==> config.mk <==
export PLATFORM = sky130hd
export DESIGN_NAME = stopuhr_core
export DESIGN_NICKNAME = d
export VERILOG_FILES = /design/src/rtl/stopuhr_core.sv
export SDC_FILE = /design/constraint.sdc
export NUM_CORES = 1
export LEC_CHECK = 0
export ABC_AREA = 0
export CORE_AREA = 5 5 108 110
export DETAILED_ROUTE_END_ITERATION = 6
export DIE_AREA = 0 0 113 115
export HOLD_SLACK_MARGIN = 0.12
export PLACE_DENSITY_LB_ADDON = 0.2
export RECOVER_POWER = 50
export SLEW_MARGIN = 20
export SYNTH_ARGS = -nofsm -noshare
export SYNTH_HDL_FRONTEND = slang
export SYNTH_SLANG_ARGS = --single-unit
==> constraint.sdc <==
create_clock -name clk -period 2.2 [get_ports clk]
set_clock_uncertainty 0.15 [all_clocks]
set_input_delay 0.33 -clock clk [delete_from_list [all_inputs] [get_ports clk]]
set_output_delay 0.33 -clock clk [all_outputs]
set_load 0.005 [all_outputs]
==> src/rtl/stopuhr_core.sv <==
// Stopwatch core: button synchronisation and debounce, IDLE/RUN/STOP/LAP control,
// 1/100 s prescaler and a four-digit BCD time count with lap capture.
module stopuhr_core #(
    parameter int CLK_DIV    = 500000,
    parameter int DEB_CYCLES = 250000
) (
    input  logic       clk,
    input  logic       reset,
    input  logic       btn_startstop,
    input  logic       btn_lapreset,
    output logic [3:0] data0,
    output logic [3:0] data1,
    output logic [3:0] data2,
    output logic [3:0] data3,
    output logic       running,
    output logic       lap_active,
    output logic [1:0] fsm_state
);

    localparam int PW = (CLK_DIV > 1) ? $clog2(CLK_DIV) : 1;
    localparam int DW = $clog2(DEB_CYCLES + 1);
    localparam logic [PW-1:0] PRESC_LAST = PW'(CLK_DIV - 1);
    localparam logic [DW-1:0] DEB_LAST   = DW'(DEB_CYCLES - 1);

    typedef enum logic [1:0] {
        IDLE = 2'd0,
        RUN  = 2'd1,
        STOP = 2'd2,
        LAP  = 2'd3
    } state_t;

    // Button index 0 is start/stop, index 1 is lap/reset.
    logic [1:0]    sync1;
    logic [1:0]    sync2;
    logic [1:0]    deb;
    logic [1:0]    armed;
    logic [1:0]    press;
    logic [1:0]    fill;
    logic [DW-1:0] deb_cnt [2];

    // A button held through reset is not armed until it has been seen released,
    // so holding it cannot fake a press once reset drops.
    always_ff @(posedge clk) begin
        if (reset) begin
            sync1 <= '0;
            sync2 <= '0;
            deb   <= '0;
            armed <= '0;
            press <= '0;
            fill  <= '0;
            for (int i = 0; i < 2; i++) begin
                deb_cnt[i] <= '0;
            end
        end else begin
            sync1 <= {btn_lapreset, btn_startstop};
            sync2 <= sync1;
            fill  <= {fill[0], 1'b1};
            for (int i = 0; i < 2; i++) begin
                press[i] <= 1'b0;
                if (fill[1] && !sync2[i]) begin
                    armed[i] <= 1'b1;
                end
                if (sync2[i] == deb[i]) begin
                    deb_cnt[i] <= '0;
                end else if (deb_cnt[i] == DEB_LAST) begin
                    deb[i]     <= sync2[i];
                    deb_cnt[i] <= '0;
                    press[i]   <= sync2[i] & armed[i];
                end else begin
                    deb_cnt[i] <= deb_cnt[i] + 1'b1;
                end
            end
        end
    end

    function automatic logic [15:0] bcd_inc(input logic [15:0] v);
        logic [15:0] r;
        logic        carry;
        r     = v;
        carry = 1'b1;
        for (int k = 0; k < 4; k++) begin
            if (carry) begin
                if (r[4*k +: 4] == 4'd9) begin
                    r[4*k +: 4] = 4'd0;
                end else begin
                    r[4*k +: 4] = r[4*k +: 4] + 4'd1;
                    carry       = 1'b0;
                end
            end
        end
        return r;
    endfunction

    state_t        state;
    logic [PW-1:0] presc;
    logic [15:0]   count;
    logic [15:0]   lap;
    logic          counting;
    logic          tick;
    logic          ss_press;
    logic          lr_press;

    always_comb begin
        counting = (state == RUN) || (state == LAP);
        tick     = counting && (presc == PRESC_LAST);
        ss_press = press[0];
        lr_press = press[1] & ~press[0];
    end

    // Count update comes first so a transition in the same cycle can override it
    // (clear on IDLE entry) or sample the pre-increment value (lap capture).
    always_ff @(posedge clk) begin
        if (reset) begin
            state      <= IDLE;
            presc      <= '0;
            count      <= '0;
            lap        <= '0;
            data0      <= 4'd0;
            data1      <= 4'd0;
            data2      <= 4'd0;
            data3      <= 4'd0;
            running    <= 1'b0;
            lap_active <= 1'b0;
        end else begin
            if (tick) begin
                presc <= '0;
                count <= bcd_inc(count);
            end else if (counting) begin
                presc <= presc + 1'b1;
            end

            case (state)
                IDLE: begin
                    if (ss_press) begin
                        state <= RUN;
                        presc <= '0;
                        count <= '0;
                    end
                end
                RUN: begin
                    if (ss_press) begin
                        state <= STOP;
                    end else if (lr_press) begin
                        state <= LAP;
                        lap   <= count;
                    end
                end
                LAP: begin
                    if (ss_press) begin
                        state <= STOP;
                    end else if (lr_press) begin
                        state <= RUN;
                    end
                end
                STOP: begin
                    if (ss_press) begin
                        state <= RUN;
                    end else if (lr_press) begin
                        state <= IDLE;
                        presc <= '0;
                        count <= '0;
                    end
                end
                default: state <= IDLE;
            endcase

            {data0, data1, data2, data3} <= (state == LAP) ? lap : count;
            running    <= counting;
            lap_active <= (state == LAP);
        end
    end

    assign fsm_state = state;

endmodule
==> metrics list <==
- Outcome: complete, no violations
* Number of buffers inserted by port buffering: 23
* Core region area: 10600 µm²
- Total negative slack: 0 ps
- Across the run, the number of max-cap violations was 0.
- The tree is rooted in a clkbuf_8.
- Counting flops with an async set or reset pin after synthesis yields a share of 0%.
- Cell internal power dissipation: 0.00400 W
- WL per Instance: roughly 14 µm
- Slew Limit Headroom: 42.3%
- Total Routing Usage GR: 18.0%
- Dividing the detail-routed via count by the number of cells gives ~5.4.
* Number of nets in the layout: roughly 680
- Arrival time of the worst setup path: 1590 ps
* Launching element of the worst setup path: fsm_state[0]$_SDFFE_PP0P_
- DR iter-0 viols: about 290
- TritonCTS created 17 clock buffers.
- Largest net degree at the start of global routing: 49
* HP Start: btn_lapreset
* Highest clock rate: 483 MHz
* Syn-to-layout area delta: 19.8%
* Number of warning messages in the yosys log: 0
- HP Class: input port to flip-flop
* Placed Instance Area: between 6000 and 7000 µm²
- Tcrit/Tclk final: 94.0%
* Number of antenna violations at the first check in global routing: 0
* RSZ-0062 raised after global routing: no
- After synthesis, the largest area contributor takes up 30.1% of total cell area.
- Of the total power, registers draw between 40% and 50%.
* Fin crit period: about 2100 ps
- After filler insertion, the fill cell instance count of the layout stands at about 900.
- For the pin with the worst max-slew slack, the measured transition is 865 ps.
* Effective utilization at floorplan: 52.1%
- Number of standard cells after synthesis: 599
- The number of failing hold endpoints at the final stage came to 0.
* Mapped cell area: 5520 µm²
- In the routed design, unresolved DRC markers number 0.
- The first global-routing pass estimated 18800 µm of wire.
* Finished Cell Area: 6620 µm²
* Clock Tree Buf Depth: 2
- Clock share of power: 51.3%
* Switching power summed over all nets: slightly above 0.001 W
- In this run the horizontal extent of the chip is ~110 µm.
- Part of the total power dissipated in combinational logic: 2.3%
- Setup slack closes at 132 ps.
- Setup violations remaining at the end of the flow were counted as 0.
- Number of rows in the core area: 38
- Floorplan die area: 13000 µm²
- Excluding fillers, the count of instances in the completed layout stands at 820.
- Total wire length after detailed routing: 11200 µm
- Number of cells in the design after placement: 787
- EDFF count, synth: 36
- The via count of the first global-routing pass was 4145.
* Total gr overflow: 0
- WS Path Type: flip-flop to primary output
* Clock Latency Late Sink: 520 ps
- After Yosys synthesis, and, or, nand and nor cells account for 27.0% of the synthesized area.
* Sequential cell area fraction in the yosys report: 49.7%
- The number of max-slew violations in the final report was 0.
- WP data required: between 1500 and 2000 ps
* Fraction of the mapped netlist area in adder cells: under 10%
* Sw Share: 20.3%
- The number of different library cells used by synthesis comes to 53.
- CP max FO: 12
- Number of ports placed on the die boundary: 24
- TritonCTS built the clock tree.
- In the post-synthesis netlist, the cell with the most instances is nand2_1.
- The most used flip-flop cell after synthesis is dfxtp_1.
* Leading cell types by count after synthesis: nand2_1, dfxtp_1, a21oi_1
* Cell types occupying the most area after synthesis: dfxtp_1, edfxtp_1, nand2_1
* Worst-path clk slew: 50 ps
- Crit path capture type: primary output
- Number of nets with antenna violations after detailed routing: 0
- OpenSTA, run right after detailed placement, puts the worst setup slack at 186 ps.
- For this block, the via count after detailed routing is 4409.
* Synthesized area divided by synthesized cell count: 9.22 µm²
- Number of iterations in the first detailed-routing pass: 4
- RD Place Congestion: 0.819
- Total number of H-tree levels: 4
- In this run the power density over the cells is 759 nW/µm².
- IR analysis of the VDD net gives a maximum drop of 437 µV.
- Post-DP HPWL: 7490 µm
- After synthesis, the largest family of logic cells by area is simple AND/OR/NAND/NOR gates.
- The synthesized design contains 119 register bits.
- Number of sinks handled by clock tree synthesis: 119
- Diodes inserted: 0
* Die H: 115 µm
- Fraction of layout cells with a size suffix above 1: under 10%
- Summing the areas of all compound-gate instances in the mapped netlist gives 10.3% of the synthesized area.
- Start of the worst register-to-register path: count[4]$_SDFF_PP0_
- Leading area contributor after synthesis: dfxtp_1
- Leakage: 2.39 nW
* Parity-gate share of the synthesized area counting xor and xnor cells: 5.87%
- Of the post-synthesis cell area, the part taken by muxes is under 10%.
* Post-route worst hold slack: 206 ps
- Crit path launch type: flip-flop
-- state kept, by name (all words and copies together) (netlist names), 4 cells and up --
signal / cells
presc: 19
data1: 4
data3: 4
deb_cnt: 36
data2: 4
count: 16
data0: 4
lap: 16
-- worst max-delay path: stages, from the launching register on --
cell	delay, ps
dfxtp_1	350
buf_4	180
clkdlybuf4s50_1	540
-- per-layer routing --
layer	GRT usage [%]	wire length, µm	vias to the layer above
li1	-	-	2238
met1	22.4	5180	2091
met2	29.5	5350	61
met3	4.79	428	19
met4	8.25	195	0
met5	0	0	-
-- placed cells by master (no fill, tap or decap), types with 6 or more instances in the layout --
cell type	n
nor2_1	51
nand2_1	89
clkbuf_16	16
or3_1	12
nor3_1	9
o21ai_0	16
o31ai_1	10
clkdlybuf4s50_1	13
conb_1	36
ha_1	11
nand3_1	26
buf_4	15
xor2_1	21
and3b_1	6
inv_1	14
mux2i_1	6
or4_1	15
clkbuf_1	7
edfxtp_1	36
and4_1	11
a21oi_1	61
nand4_1	15
and3_1	9
dfxtp_1	83
dlygate4sd3_1	10
nor2b_1	9
xnor2_1	16
-- cell type report --
type | instances | area, µm² | share of cell area, %
flip-flops and latches | 119 | 2740 | 41.5
multi-input cells | 472 | 2720 | 41.2
clock buffers | 23 | 457 | 6.90
repair buffers | 43 | 367 | 5.54
well taps | 140 | 175 | 2.65
clock inverters | 9 | 98.8 | 1.49
inverters | 14 | 52.6 | 0.794
-- kinds of logic (layout without fill, tap and decap cells) --
group / count (synthesis) / after routing
xor gates and xnor gates: 37 / 37
muxes: 7 / 7
buffers and inverters: 43 / 89
and+or+nand+nor: 281 / 281
other: 1 / 36
adders and majority gates: 11 / 11
AOI/OAI and AO/OA: 100 / 100
DFF: 119 / 119
-- path summary, 6_finish.rpt --
check | to | slack, ps | cells past startpoint
setup / recovery | fsm_state[0] | 130 | 2
hold / removal | sync1[1]$_SDFF_PP0_ | 210 | 2
setup reg to reg | count[11]$_SDFF_PP0_ | 160 | 5
hold reg to reg | sync2[1]$_SDFF_PP0_ | 280 | 1
-- metrics by stage --
stage / power, W / utilization (%)
after floorplan: 0.00246 / -
after global routing: 0.00522 / 62.4
after detailed placement: 0.00249 / 57.2
after global placement: 0.00248 / 57.2
after CTS: 0.00508 / 62.6
final: 0.00502 / 62.4
-- power by group through the flow --
| stage | logic [W] | clock network [W] | registers [W] |
|---|---|---|---|
| floorplan | 0.0000879 | 0 | 0.00237 |
| global placement | 0.000109 | 0 | 0.00238 |
| detailed placement | 0.000112 | 0 | 0.00238 |
| CTS | 0.000114 | 0.00263 | 0.00233 |
| global route | 0.000129 | 0.00275 | 0.00234 |
| finish | 0.000113 | 0.00257 | 0.00233 |
-- repair_timing --
item | CTS | global route
gates resized for setup | 0 | 1
hold endpoints to repair | 1 | 0
setup endpoints to repair | 0 | 1
hold buffers | 1 | 0
buffers inserted | 0 | 0
Note: power is estimated with default switching activity, not from simulation.
